[config.mk]
export PLATFORM = sky130hd
export DESIGN_NAME = sram_bist_ctrl
export DESIGN_NICKNAME = d
export VERILOG_FILES = /design/src/rtl/sram_bist_ctrl.sv
export SDC_FILE = /design/constraint.sdc
export NUM_CORES = 1
export LEC_CHECK = 0
export ABC_CLOCK_PERIOD_IN_PS = 4620
export BUFFER_PORTS_ARGS = -buffer_cell sky130_fd_sc_hd__buf_2
export CORE_AREA = 3 3 105 67
export CTS_CLUSTER_DIAMETER = 80
export DETAILED_ROUTE_END_ITERATION = 8
export DIE_AREA = 0 0 108 70
export GPL_TIMING_DRIVEN = 0
export PLACE_DENSITY = 0.59
export SYNTH_ARGS = -nofsm -noshare
export SYNTH_HDL_FRONTEND = slang
export SYNTH_SLANG_ARGS = --single-unit
[constraint.sdc]
create_clock -name clk -period 4.62 [get_ports clk]
set_input_delay 0.924 -clock clk [delete_from_list [all_inputs] [get_ports clk]]
set_output_delay 0.924 -clock clk [all_outputs]
set_load 0.005 [all_outputs]
[src/rtl/sram_bist_ctrl.sv]
`default_nettype none
// ============================================================================
//  Module   : sram_bist_ctrl
//  Brief    : March BIST initiator for a synchronous read-first SRAM port;
//             records pass/fail plus the first failing address and data.
//  Revision : 1.0
// ============================================================================
module sram_bist_ctrl #(
  parameter int                    DATA_WIDTH = 8,
  parameter int                    ADDR_WIDTH = 4,
  parameter logic [DATA_WIDTH-1:0] PATTERN    = 8'h55
) (
  input  logic                  clk,
  input  logic                  rst_n,
  input  logic                  start,
  output logic                  busy,
  output logic                  done,
  output logic                  fail,
  output logic [ADDR_WIDTH-1:0] fail_addr,
  output logic [DATA_WIDTH-1:0] fail_data,
  output logic                  sram_we,
  output logic [ADDR_WIDTH-1:0] sram_addr,
  output logic [DATA_WIDTH-1:0] sram_din,
  input  logic [DATA_WIDTH-1:0] sram_dout
);

  localparam logic [DATA_WIDTH-1:0] c_pat   = PATTERN;
  localparam logic [DATA_WIDTH-1:0] c_npat  = ~PATTERN;
  localparam logic [ADDR_WIDTH-1:0] c_first = '0;
  localparam logic [ADDR_WIDTH-1:0] c_last  = '1;

  typedef enum logic [2:0] {
    S_IDLE  = 3'd0,
    S_M0    = 3'd1,
    S_M1    = 3'd2,
    S_M2    = 3'd3,
    S_M3    = 3'd4,
    S_DRAIN = 3'd5,
    S_DONE  = 3'd6
  } state_t;

  state_t                  r_state;
  logic                    r_drain;
  // Stage 1 travels with the issued SRAM operation (its address is sram_addr);
  // stage 2 lines up with the sram_dout produced by that operation.
  logic                    r_s1_valid;
  logic [DATA_WIDTH-1:0]   r_s1_exp;
  logic                    r_s2_valid;
  logic [DATA_WIDTH-1:0]   r_s2_exp;
  logic [ADDR_WIDTH-1:0]   r_s2_addr;

  always_ff @(posedge clk or negedge rst_n) begin
    if (!rst_n) begin
      r_state    <= S_IDLE;
      r_drain    <= 1'b0;
      r_s1_valid <= 1'b0;
      r_s1_exp   <= '0;
      r_s2_valid <= 1'b0;
      r_s2_exp   <= '0;
      r_s2_addr  <= '0;
      busy       <= 1'b0;
      done       <= 1'b0;
      fail       <= 1'b0;
      fail_addr  <= '0;
      fail_data  <= '0;
      sram_we    <= 1'b0;
      sram_addr  <= '0;
      sram_din   <= '0;
    end else begin
      r_s2_valid <= r_s1_valid;
      r_s2_exp   <= r_s1_exp;
      r_s2_addr  <= sram_addr;

      if (r_s2_valid && (sram_dout != r_s2_exp)) begin
        fail <= 1'b1;
        if (!fail) begin
          fail_addr <= r_s2_addr;
          fail_data <= sram_dout;
        end
      end

      case (r_state)
        S_IDLE, S_DONE: begin
          r_s1_valid <= 1'b0;
          if (start) begin
            fail       <= 1'b0;
            fail_addr  <= '0;
            fail_data  <= '0;
            done       <= 1'b0;
            busy       <= 1'b1;
            r_state    <= S_M0;
            sram_we    <= 1'b1;
            sram_addr  <= c_first;
            sram_din   <= c_pat;
          end
        end

        S_M0: begin
          sram_we <= 1'b1;
          if (sram_addr == c_last) begin
            r_state    <= S_M1;
            sram_addr  <= c_first;
            sram_din   <= c_npat;
            r_s1_valid <= 1'b1;
            r_s1_exp   <= c_pat;
          end else begin
            sram_addr  <= sram_addr + 1'b1;
            sram_din   <= c_pat;
            r_s1_valid <= 1'b0;
          end
        end

        S_M1: begin
          sram_we    <= 1'b1;
          r_s1_valid <= 1'b1;
          // M2 begins at the top address, so the counter holds for one step.
          if (sram_addr == c_last) begin
            r_state  <= S_M2;
            sram_din <= c_pat;
            r_s1_exp <= c_npat;
          end else begin
            sram_addr <= sram_addr + 1'b1;
            sram_din  <= c_npat;
            r_s1_exp  <= c_pat;
          end
        end

        S_M2: begin
          r_s1_valid <= 1'b1;
          sram_din   <= c_pat;
          if (sram_addr == c_first) begin
            r_state   <= S_M3;
            sram_we   <= 1'b0;
            sram_addr <= c_last;
            r_s1_exp  <= c_pat;
          end else begin
            sram_we   <= 1'b1;
            sram_addr <= sram_addr - 1'b1;
            r_s1_exp  <= c_npat;
          end
        end

        S_M3: begin
          sram_we  <= 1'b0;
          sram_din <= c_pat;
          if (sram_addr == c_first) begin
            r_state    <= S_DRAIN;
            r_drain    <= 1'b0;
            r_s1_valid <= 1'b0;
          end else begin
            sram_addr  <= sram_addr - 1'b1;
            r_s1_valid <= 1'b1;
            r_s1_exp   <= c_pat;
          end
        end

        S_DRAIN: begin
          sram_we    <= 1'b0;
          r_s1_valid <= 1'b0;
          if (r_drain) begin
            r_state <= S_DONE;
            busy    <= 1'b0;
            done    <= 1'b1;
          end else begin
            r_drain <= 1'b1;
          end
        end

        default: begin
          r_state    <= S_IDLE;
          r_s1_valid <= 1'b0;
          sram_we    <= 1'b0;
          busy       <= 1'b0;
        end
      endcase
    end
  end

endmodule
`default_nettype wire

Word-level counts from Yosys, hierarchy flattened
Index checks and enable logic that the tools add are counted.

Output and inout bits: 28. Bits of input ports: 11. Flip-flop bits (word level): 54.

Multiplexer cells: 44. Bitwise operators: 1. Reductions and logical operators: 20. $add $sub $neg: 2. Eq/ne operators: 16.

Operator list (number): $mux 8 (10); $pmux 8 s4 (2); $mux 4 (9); $pmux 4 s5 (1); $mux 3 (6); $pmux 3 s6 (1); $ne 2x2->1 const B (8); $mux 1 (10); $eq 3x3->1 const B (3); $pmux 1 s3 (3); $reduce_and 3->1 (3); $ne 8x8->1 (1); $reduce_bool 4->1 (2); $reduce_or 2->1 (4); $eq 3x2->1 const B (2); $reduce_and 6->1 (1); $reduce_bool 5->1 (1); $add 4x1->4 const B (1); $eq 4x4->1 const B (1); $logic_not 4->1 (1); $pmux 1 s2 (2); $reduce_and 2->1 (2); $reduce_and 4->1 (1); $reduce_bool 2->1 (2); other kinds (6) (6).

Longest topological paths before layout
Gate-level depths: netlist (run 1).

Depth in word-level cells: 5. Mapped depth: 6. Gate-level depth less buffers: 6.

Worst setup path after synthesis (run 1)
Ideal clock, no wire load.

Kind: input -> register. Start: input sram_dout[0]. End: register fail_addr[0]. Path slack: 2501 ps. Data required time: 4496 ps. Setup time: 124 ps. Stages: 5. Data arrival time: 1995 ps. Path through: or4_1 > mux2i_1 > a21oi_2 > buf_6 > mux2i_1.

Word-level cells in the longest chain between the ends: 5.

RTL lines: start: declaration (line 24) `input logic [DATA_WIDTH-1:0] sram_dout`; $ne 8x8->1 (*) (line 74) `if (r_s2_valid && (sram_dout != r_s2_exp)) begin`; $logic_and 1x1->1 (*) (line 74); $mux 4 (*) (line 74); $mux 4 (line 85) `if (start) begin`; $mux 4 (*) (line 82) `case (r_state)`; end signal: assignment (line 77) `fail_addr <= r_s2_addr;`; end: declaration (line 19) `output logic [ADDR_WIDTH-1:0] fail_addr,`.

Every way passes the cells marked *; elsewhere a longest branch is shown, timed or not. A chain may end at the register's enable or synchronous reset.

Final worst setup path (run 1)
Start: register sram_addr[0]. End: register r_s1_exp[5].

Word-level cells in the longest chain between the ends: 3. Elaborated cells on any way between the ends: 8.

RTL lines: start: declaration (line 22) `output logic [ADDR_WIDTH-1:0] sram_addr,`; start signal: assignment (line 93) `sram_addr <= c_first;`; start signal: assignment (line 102) `sram_addr <= c_first;`; start signal: assignment (line 107) `sram_addr <= sram_addr + 1'b1;`; $eq 4x4->1 / $logic_not 4->1 (equally long branches); $mux 8 (tied with other cells) (line 117) `if (sram_addr == c_last) begin`; $pmux 8 s4 / $reduce_and 3->1 (equally long branches); end signal: assignment (line 105) `r_s1_exp <= c_pat;`; end signal: assignment (line 120) `r_s1_exp <= c_npat;`; end signal: assignment (line 124) `r_s1_exp <= c_pat;`; end: declaration (line 47) `logic [DATA_WIDTH-1:0] r_s1_exp;`.

Parallel ways exist; a longest one is shown, timed or not.

==> reports/summary.log, run 1 <==
[layout] final layout net count 289
[synthesis] share of synthesized area occupied by flip-flops and latches 42.4%
[pwr] switching power share of the total 41.9%
[sta] Final Max Slew Viols 0
[sta] setup skew after layout 0.00834 ns
[layout] Ant. Diodes 0
[worst_setup_path] class of the most critical setup path flip-flop to flip-flop
[route] remaining antenna violation count 0
[sta] minimum clock period 2.43 ns
[synthesis] post-synthesis cell type count 58
[die] die area 7560 um^2
[global_route] total global-route track usage 15.9%
[sta] worst hold margin 0.354 ns
[pwr] total net switching power 762 uW
[sta] post-route setup TNS 0 ns
[clock_tree] H-tree Lvls 2
[placed_design] hpwl dp 4.16 mm
[pwr] P_int 1.05 mW
[clock_tree] hold buffer count at CTS 0
[layout] most frequent cells in the layout 48 x buf_2, 36 x dfrtp_1, 31 x nand2_1, 14 x mux2i_1, 13 x a21oi_1
[layout] most frequent standard cell in the layout excluding fill and tap cells buf_2
[sta] worst max-slew margin expressed relative to the limit 46.6%
[route] Avg WL per Cell 15.7 um
[die] height of the die 70 um
[sta] Final Hold Viols 0
[placed_design] number of instances in the placed design 353
[placed_design] DP Worst Slack 2.15 ns
[synthesis] Synthesized Nets 244
[route] Vias/cell 5.46
[sta] Final Setup Violations 0
[global_route] vias in the first global route 1852
[synthesis] post-synthesis average cell area 9.19 um^2
[layout] Cell Count, Final, Fillers Out 361
[clock_tree] number of buffers on the longest clock path 2
[sta] unrepaired setup endpoints after global routing no
[synthesis] Yosys top cell area share 42.4%
[placed_design] final estimated routing congestion in global placement 0.876
[pwr] Seq pwr share 32.3%
[route] routed wire length 5.68 mm
[synthesis] leading cell types by total area after synthesis dfrtp_1 42%, mux2i_1 6.6%, nand2_1 5.5%
[synthesis] synthesized cell area 2120 um^2
[worst_setup_path] endpoint kind of the worst setup timing path flip-flop
[die] initial standard-cell utilization of the core 34.9%
[clock_tree] post-CTS setup buffer count 0
[clock_tree] clock root buffer clkbuf_8
[run] maxcap violations 0
[placed_design] dpl cell area 2420 um^2
[die] Boundary Pins 39
[worst_setup_path] worst-path fanout max 11
[global_route] GR Overflow Total 0
[synthesis] post-synth top area cell dfrtp_1
[placed_design] input/output buffers 38
[layout] final core area utilization 41.6%
[clock_tree] worst-skew pair later-pin latency 0.29 ns
[pwr] logic gate share of total power 52.0%
[clock_tree] TritonCTS clock tree built
[synthesis] primary flip-flop cell chosen by synthesis mapping dfrtp_1
[synthesis] Synth warnings 0
[layout] filler cell count in the final layout 637
[clock_tree] TritonCTS buffer count 5
[run_status] outcome complete, no violations
[clock_tree] Post-CTS Resized 0
[die] core area 6080 um^2
[synthesis] Post-synth EDFFs 0
[synthesis] number of flip-flops and latches in the synthesized netlist 36
[route] first-iteration detailed-routing DRC count 182
[global_route] antenna violations before repair 0
[die] die width 108 um
[pwr] total power of the final layout 1.82 mW
[pwr] Power Density 718 nW/um^2
[pwr] relative contribution of the clock network to total power 15.7%
[layout] share of cells above drive strength 1 25.3%
[layout] Area growth syn-to-layout 19.2%
[clock_tree] CTS sink count 36
[layout] final standard cell area without fillers 2530 um^2
[worst_setup_path] Data required, critical path 4.78 ns
[global_route] global-route wire length before repair 9.54 mm
[pwr] static power due to leakage 1.11 nW
[synthesis] number of standard cells after synthesis 231
[worst_setup_path] Critical Path Source Type flip-flop
[sta] crit share post-route 52.7%
[sta] pin slew with the least headroom to its limit 0.800 ns
[clock_tree] clock-pin slew of the registers on the worst-case setup and hold paths 0.08 ns
[sta] setup ws final 2.19 ns
[pwr] maximum ir drop on the vdd rail 0.193 mV
[route] first-pass iteration count of the detailed router 4
[die] number of standard-cell rows in the floorplan 22
[global_route] largest net degree at the start of global routing 37
[sta] fmax 411 MHz
[min_path] path category of the worst min-delay check flip-flop to flip-flop
[route] via count 1970
[route] post-route DRC violation count 0
[worst_setup_path] arrival time reported for the critical path endpoint 2.59 ns
[synthesis] async set or reset register ratio after synthesis 100%
worst paths after layout:
kind	endpoint	cells after the start	start	slack, ns
setup / recovery	r_s1_exp[5]	6	sram_addr[0]	2.19
hold / removal	r_s2_valid	0	r_s1_valid	0.35
setup reg to reg	r_s1_exp[5]	6	sram_addr[0]	2.19
hold reg to reg	r_s2_valid	0	r_s1_valid	0.35
max in group asynchronous	r_s1_exp[5]	1	rst_n	3.40
min in group asynchronous	fail_addr[0]	1	rst_n	0.71
state kept, by name (all words and copies together), names as in the netlist, 2 cells and up:
signal	cells
fail_addr	4
fail_data	8
r_s1_exp	2
r_s2_addr	4
r_s2_exp	2
r_state	3
sram_addr	4
sram_din	2
power by group through the flow:
stage / clock, mW / sequential (mW) / combinational, mW
after floorplan: 0 / 0.566 / 0.658
after global placement: 0 / 0.587 / 0.926
after detailed placement: 0 / 0.591 / 0.939
after CTS: 0.289 / 0.585 / 0.942
after global routing: 0.304 / 0.610 / 1.07
final: 0.284 / 0.586 / 0.945
critical path, cell delays in order, from the launching register on:
cell and delay, ns:
dfrtp_1 0.53, inv_1 0.21, ha_1 0.26, nor3b_2 0.54, nand2_1 0.21, a311oi_1 0.44, nor3_1 0.11
synth_stat cells (all sizes together), types with 4 or more instances:
master and count:
o21ai 13, nor3 8, dfrtp 36, nand2b 7, inv 5, mux2i 14, nor2 11, buf 18
clkbuf 6, o211ai 4, a21oi 14, nand2 31
cells by family after synthesis:
kind of cell    count (synthesis)  share of synthesized area, %
simple gates                   83                          20.4
compound gates                 62                          20.0
flops                          36                          42.4
buf+inv                        29                          7.13
mux                            15                          7.13
xor+xnor                        3                          1.24
fa+ha+maj                       3                          1.65
final cells by class:
cell class	count	area [um^2]	area share (%)
Timing Repair Buffer	38	190	7.52
Tap cell	84	105	4.15
Buffer	24	133	5.24
Clock buffer	5	68.8	2.72
Sequential cell	36	901	35.6
Clock inverter	3	42.5	1.68
Multi-Input combinational cell	166	1070	42.3
Inverter	5	18.8	0.742
per-layer routing:
metal / vias up / track usage, % / wire length [um]
met3: 5 / 3.97 / 376
met1: 988 / 26.0 / 2940
met5: - / 0 / 0
li1: 929 / - / -
met2: 48 / 20.4 / 2330
met4: 0 / 3.08 / 33
Note: power is estimated with default switching activity, not from simulation.
==> run 2, diff against run 1 <==
--- a/config.mk
+++ b/config.mk
@@ -5,7 +5,7 @@
 export SDC_FILE = /design/constraint.sdc
 export NUM_CORES = 1
 export LEC_CHECK = 0
-export ABC_CLOCK_PERIOD_IN_PS = 4620
+export ABC_CLOCK_PERIOD_IN_PS = 2380
 export BUFFER_PORTS_ARGS = -buffer_cell sky130_fd_sc_hd__buf_2
 export CORE_AREA = 3 3 105 67
 export CTS_CLUSTER_DIAMETER = 80
==> constraint.sdc (replaced) <==
create_clock -name clk -period 2.38 [get_ports clk]
set_input_delay 0.476 -clock clk [delete_from_list [all_inputs] [get_ports clk]]
set_output_delay 0.476 -clock clk [all_outputs]
set_load 0.005 [all_outputs]
==> run 2 against run 1 <==
Clock skew is 0.0039 ns lower. Flip-flop and latch count is the same. Critical endpoint is now sram_addr[2]. Register-to-register slack lost 2.0 ns. Critical path type unchanged.
==> reports/summary.log, run 2 (synthesis results as in run 1) <==
[run_status] outcome complete, no violations
[worst_setup_path] maximum single-stage delay on the critical path 0.57 ns [+0.03 ns]
[sta] Final Max Slew Viols 0 [unchanged]
[layout] final core area utilization 41.9% [+0.35 points]
[die] core area 6080 um^2 [unchanged]
[clock_tree] CTS sink count 36 [unchanged]
[placed_design] final estimated routing congestion in global placement 0.876 [unchanged]
[pwr] static power due to leakage 1.12 nW [+1.2%]
[worst_setup_path] slowest library cell on the worst path dfrtp_1
[sta] minimum clock period 2.18 ns [-0.256 ns]
[sta] post-route setup TNS 0 ns [unchanged]
[sta] Final Hold Viols 0 [unchanged]
[route] Avg WL per Cell 15.6 um [-0.67%]
[clock_tree] clock root buffer clkbuf_8
[die] Boundary Pins 39 [unchanged]
[global_route] largest net degree at the start of global routing 37 [unchanged]
[clock_tree] clock-pin slew of the registers on the worst-case setup and hold paths 0.08 ns [about the same]
[sta] setup skew after layout 0.00440 ns [-0.00394 ns]
[run] maxcap violations 0 [unchanged]
[layout] sequential cell area in the final layout 901 um^2 [unchanged]
[placed_design] dpl cell area 2420 um^2 [unchanged]
[die] height of the die 70 um [unchanged]
[route] post-route DRC violation count 0 [unchanged]
[sta] setup ws final 0.203 ns [-1.98 ns]
[die] die width 108 um [unchanged]
[global_route] vias in the first global route 1852 [unchanged]
[layout] most flop-heavy register fail_data
[route] routed wire length 5.68 mm [-0.12%]
[route] via count 1992 [+1.1%]
[placed_design] input/output buffers 38 [unchanged]
[worst_setup_path] endpoint kind of the worst setup timing path flip-flop
[pwr] total power of the final layout 3.54 mW [+95%]
[clock_tree] number of buffers on the longest clock path 2 [unchanged]
[global_route] total global-route track usage 15.9% [unchanged]
[clock_tree] hold buffer count at CTS 0 [unchanged]
[layout] final layout net count 291 [+0.69%]
[worst_setup_path] Critical Path Source Type flip-flop
[layout] share of cells above drive strength 1 25.8% [+0.54 points]
[placed_design] hpwl dp 4.16 mm [unchanged]
[layout] final standard cell area without fillers 2550 um^2 [+0.84%]
[layout] most frequent standard cell in the layout excluding fill and tap cells buf_2
[pwr] Power Density 1390 nW/um^2 [+94%]
[worst_setup_path] class of the most critical setup path flip-flop to flip-flop
[global_route] GR Overflow Total 0 [unchanged]
[die] number of standard-cell rows in the floorplan 22 [unchanged]
[route] Vias/cell 5.49 [+0.56%]
[route] first-pass iteration count of the detailed router 5 [+1]
[worst_setup_path] worst-path fanout max 11 [unchanged]
[placed_design] DP Worst Slack -0.000976 ns [-2.15 ns]
[worst_setup_path] sequence of cells on the critical path ha_1, nand3_1, o311a_1, o21ai_1, mux2_2
[min_path] path category of the worst min-delay check input pin to asynchronous set/reset pin
[sta] Final Setup Violations 0 [unchanged]
[layout] Ant. Diodes 0 [unchanged]
[layout] filler cell count in the final layout 635 [-0.31%]
[layout] Area growth syn-to-layout 20.2%
[layout] footprint of the multi-input gates 1080 um^2 [+0.58%]
[sta] worst max-slew margin expressed relative to the limit 47.0% [+0.33 points]
[global_route] antenna violations before repair 0 [unchanged]
[layout] most frequent cells in the layout 48 x buf_2, 36 x dfrtp_1, 31 x nand2_1, 14 x mux2i_1, 13 x a21oi_1
[clock_tree] TritonCTS buffer count 5 [unchanged]
[layout] Largest register FFs 8 [unchanged]
[clock_tree] H-tree Lvls 2 [unchanged]
[clock_tree] TritonCTS clock tree built
[die] initial standard-cell utilization of the core 34.9% [unchanged]
[sta] pin slew with the least headroom to its limit 0.795 ns [-0.00502 ns]
[clock_tree] worst-skew pair later-pin latency 0.29 ns [about the same]
[sta] crit share post-route 91.5% [+39 points]
[route] remaining antenna violation count 0 [unchanged]
[global_route] global-route wire length before repair 9.54 mm [unchanged]
[sta] fmax 459 MHz [+12%]
[pwr] maximum ir drop on the vdd rail 0.375 mV [+95%]
[route] first-iteration detailed-routing DRC count 154 [-15%]
[sta] unrepaired setup endpoints after global routing no
[die] die area 7560 um^2 [unchanged]
[worst_setup_path] Data required, critical path 2.56 ns [-2.22 ns]
[worst_setup_path] arrival time reported for the critical path endpoint 2.36 ns [-0.23 ns]
==> run 2: path summary, 6_finish.rpt <==
path                                 to  cells past startpoint    startpoint  slack, ns
min                        fail_addr[2]                      1         rst_n       0.26
max reg2reg                sram_addr[2]                      5  sram_addr[0]       0.20
min reg2reg                  r_s2_valid                      0    r_s1_valid       0.35
max                        sram_addr[2]                      5  sram_addr[0]       0.20
min in group clk             r_s2_valid                      0    r_s1_valid       0.35
max in group asynchronous    r_state[0]                      1         rst_n       1.61
==> run 2: stage by stage <==
| stage | cells | hold WS [ns] |
|---|---|---|
| 6_report | 363 | 0.262 |
| 5_1_grt | 363 | 0.332 |
| 4_1_cts | 361 | 0.297 |
| 3_5_place_dp | 353 | 0.340 |
| 3_3_place_gp | 353 | 0.336 |
| 2_1_floorplan | 231 | 0.180 |
==> run 2: worst max-delay path, delay by kind of cell (launching register included) <==
kind | cells | cell delay (ns)
AOI/OAI and AO/OA | 2 | 0.59
DFF | 1 | 0.57
muxes | 1 | 0.36
adders and majority gates | 1 | 0.27
and+or+nand+nor | 1 | 0.27
==> run 2: power by group <==
group | internal, mW | total [mW] | switching [mW]
Sequential | 0.893 | 1.13 | 0.241
Combinational | 0.859 | 1.86 | 1.00
Clock | 0.310 | 0.549 | 0.239
Total | 2.06 | 3.54 | 1.48
==> run 2: layout make-up <==
| class | instances | share of cell area [%] |
|---|---|---|
| Inverter | 5 | 0.736 |
| Sequential cell | 36 | 35.3 |
| Timing Repair Buffer | 40 | 8.04 |
| Buffer | 24 | 5.20 |
| Tap cell | 84 | 4.12 |
| Clock inverter | 3 | 1.67 |
| Multi-Input combinational cell | 166 | 42.2 |
| Clock buffer | 5 | 2.70 |
==> run 2: what timing repair did <==
item / CTS / global route
resized for setup: 1 / 0
setup endpoints to repair: 1 / 3
setup buffers: 0 / 2
==> run 2: layer usage <==
layer | GRT usage, % | vias up | routed length, um
li1 | - | 934 | -
met3 | 3.97 | 5 | 411
met4 | 3.08 | 0 | 33
met2 | 20.4 | 61 | 2310
met1 | 26.0 | 992 | 2920
met5 | 0 | - | 0
==> run 3, diff against run 2 <==
--- a/config.mk
+++ b/config.mk
@@ -7,12 +7,15 @@
 export LEC_CHECK = 0
 export ABC_CLOCK_PERIOD_IN_PS = 2380
 export BUFFER_PORTS_ARGS = -buffer_cell sky130_fd_sc_hd__buf_2
+export CELL_PAD_IN_SITES_DETAIL_PLACEMENT = 1
+export CELL_PAD_IN_SITES_GLOBAL_PLACEMENT = 1
 export CORE_AREA = 3 3 105 67
 export CTS_CLUSTER_DIAMETER = 80
 export DETAILED_ROUTE_END_ITERATION = 8
 export DIE_AREA = 0 0 108 70
 export GPL_TIMING_DRIVEN = 0
-export PLACE_DENSITY = 0.59
+export PLACE_DENSITY = 0.64
+export RECOVER_POWER = 100
 export SYNTH_ARGS = -nofsm -noshare
 export SYNTH_HDL_FRONTEND = slang
 export SYNTH_SLANG_ARGS = --single-unit
==> run 3 against run 2 <==
The flow now finishes with violations (max-capacitance violations, max-slew violations). Worst setup slack worse by 0.085 ns. Critical path depth is 2 higher. Flip-flop and latch count did not move. Sequential power about the same. Clock power is 1% higher. Worst hold slack gained 0.088 ns. Utilization is 0.23 points lower. Count of clock-buffer cells in the layout unchanged. Critical endpoint is now r_s1_exp[5].
==> reports/summary.log, run 3 (synthesis results as in run 1) <==
[layout] share of cells above drive strength 1 21.4% [-4.4 points]
[clock_tree] H-tree Lvls 2 [unchanged]
[layout] most frequent standard cell in the layout excluding fill and tap cells buf_2
[pwr] static power due to leakage 1.09 nW [-3.4%]
[run_status] violated checks max-capacitance violations, max-slew violations
[die] Boundary Pins 39 [unchanged]
[route] routed wire length 6.37 mm [+12%]
[placed_design] dpl cell area 2420 um^2 [unchanged]
[clock_tree] clock root buffer clkbuf_8
[worst_setup_path] maximum single-stage delay on the critical path 0.53 ns [-0.04 ns]
[global_route] GR Overflow Total 0 [unchanged]
[global_route] largest net degree at the start of global routing 37 [unchanged]
[pwr] maximum ir drop on the vdd rail 0.470 mV [+25%]
[layout] Largest register FFs 8 [unchanged]
[route] Vias/cell 5.28 [-3.8%]
[global_route] vias in the first global route 1862 [+0.54%]
[sta] crit share post-route 95.0% [+3.6 points]
[clock_tree] TritonCTS clock tree built
[placed_design] input/output buffers 38 [unchanged]
[worst_setup_path] Data required, critical path 2.54 ns [-0.02 ns]
[layout] Area growth syn-to-layout 19.5%
[layout] final core area utilization 41.7% [-0.23 points]
[worst_setup_path] class of the most critical setup path flip-flop to flip-flop
[die] initial standard-cell utilization of the core 34.9% [unchanged]
[global_route] total global-route track usage 17.4% [+1.5 points]
[sta] unrepaired setup endpoints after global routing no
[clock_tree] CTS sink count 36 [unchanged]
[sta] setup skew after layout 0.00529 ns [+0.000884 ns]
[layout] Cell Count, Final, Fillers Out 364 [+0.28%]
[route] via count 1921 [-3.6%]
[clock_tree] worst-skew pair later-pin latency 0.29 ns [about the same]
[layout] sequential cell area in the final layout 901 um^2 [unchanged]
[clock_tree] number of buffers on the longest clock path 2 [unchanged]
[route] Avg WL per Cell 17.5 um [+12%]
[global_route] global-route wire length before repair 10.3 mm [+8.0%]
[pwr] Power Density 1410 nW/um^2 [+1.6%]
[worst_setup_path] slowest library cell on the worst path dfrtp_1
[min_path] path category of the worst min-delay check flip-flop to flip-flop
[sta] fmax 442 MHz [-3.7%]
[clock_tree] TritonCTS buffer count 5 [unchanged]
[sta] worst max-slew margin expressed relative to the limit -30.9% [-78 points]
[layout] footprint of the multi-input gates 1080 um^2 [unchanged]
[worst_setup_path] sequence of cells on the critical path inv_1, ha_1, nor3b_4, buf_4, nand2_1, a311oi_1, nor3_1
[die] die area 7560 um^2 [unchanged]
[worst_setup_path] endpoint kind of the worst setup timing path flip-flop
[route] post-route DRC violation count 0 [unchanged]
[global_route] antenna violations before repair 0 [unchanged]
[sta] Final Hold Viols 0 [unchanged]
[clock_tree] clock-pin slew of the registers on the worst-case setup and hold paths 0.08 ns [about the same]
[placed_design] final estimated routing congestion in global placement 0.799 [-8.8%]
[layout] final standard cell area without fillers 2540 um^2 [-0.54%]
[run_status] outcome complete, but fails checks
[sta] pin slew with the least headroom to its limit 1.96 ns [+1.17 ns]
[sta] Final Max Slew Viols 37 [+37]
[layout] Ant. Diodes 0 [unchanged]
[worst_setup_path] Critical Path Source Type flip-flop
[run] maxcap violations 1 [+1]
[die] die width 108 um [unchanged]
[placed_design] hpwl dp 4.59 mm [+10%]
[layout] most flop-heavy register fail_data
[route] first-pass iteration count of the detailed router 4 [-1]
[die] height of the die 70 um [unchanged]
[route] first-iteration detailed-routing DRC count 109 [-29%]
[die] number of standard-cell rows in the floorplan 22 [unchanged]
[worst_setup_path] Buf+Inv Stages, Crit Path 2 [+2]
[layout] final layout net count 292 [+0.34%]
[layout] most frequent cells in the layout 37 x buf_2, 36 x dfrtp_1, 31 x nand2_1, 20 x clkbuf_1, 14 x mux2i_1
[sta] worst hold margin 0.350 ns [+0.0879 ns]
[sta] Final Setup Violations 0 [unchanged]
[placed_design] number of instances in the placed design 353 [unchanged]
[layout] filler cell count in the final layout 746 [+17%]
[worst_setup_path] largest delay contributor family on the critical path flip-flops
[die] core area 6080 um^2 [unchanged]
[worst_setup_path] arrival time reported for the critical path endpoint 2.42 ns [+0.06 ns]
[route] remaining antenna violation count 0 [unchanged]
[sta] minimum clock period 2.26 ns [+0.0846 ns]
[worst_setup_path] worst-path fanout max 11 [unchanged]
## run 3: cell types whose count changed in the layout (fill, tap and decap cells not counted), sizes merged
cell,change
clkbuf,+20
buf,-19
## run 3: layout make-up
type / instances / area share (%)
well taps: 84 / 4.14
clock inverters: 3 / 1.68
clock buffers: 5 / 2.71
flip-flops and latches: 36 / 35.5
inverters: 5 / 0.740
repair buffers: 41 / 7.64
plain buffers: 24 / 5.13
multi-input cells: 166 / 42.5
## run 3: final timing paths
check / from / cells after the start / endpoint / slack [ns]
max: sram_addr[0] / 7 / r_s1_exp[5] / 0.12
min: r_s1_valid / 0 / r_s2_valid / 0.35
max reg2reg: sram_addr[0] / 7 / r_s1_exp[5] / 0.12
min reg2reg: r_s1_valid / 0 / r_s2_valid / 0.35
max in group asynchronous: rst_n / 1 / r_s2_addr[2] / 0.53
min in group asynchronous: rst_n / 1 / fail_data[1] / 0.73
## run 3: repair_timing
action                                  4_1_cts  5_1_grt
resized for setup                             1        0
endpoints found under the setup margin        3        0
hold buffers                                  0        0
setup buffers                                 3        0
## run 3: power breakdown
part           switching [mW]  internal [mW]  leakage (nW)
clock                   0.247          0.310        0.0541
combinational            1.05          0.835         0.592
sequential              0.246          0.893         0.439
## run 3: metrics by stage
step | setup TNS (ns) | setup WS (ns) | total power, mW
after floorplan | 0 | 0.482 | 2.38
after global placement | -0.124 | -0.0980 | 2.98
after detailed placement | -0.247 | -0.145 | 3.01
after CTS | 0 | 0.171 | 3.61
after global routing | 0 | 0.0137 | 3.86
final | 0 | 0.119 | 3.58
## run 3: routing by layer
layer / track usage, % / vias up / part of all wire (%)
met5: 0 / - / 0
met4: 3.78 / 0 / 0.57
met3: 3.69 / 2 / 3.7
met2: 22.8 / 32 / 40
met1: 28.4 / 953 / 56
li1: - / 934 / -
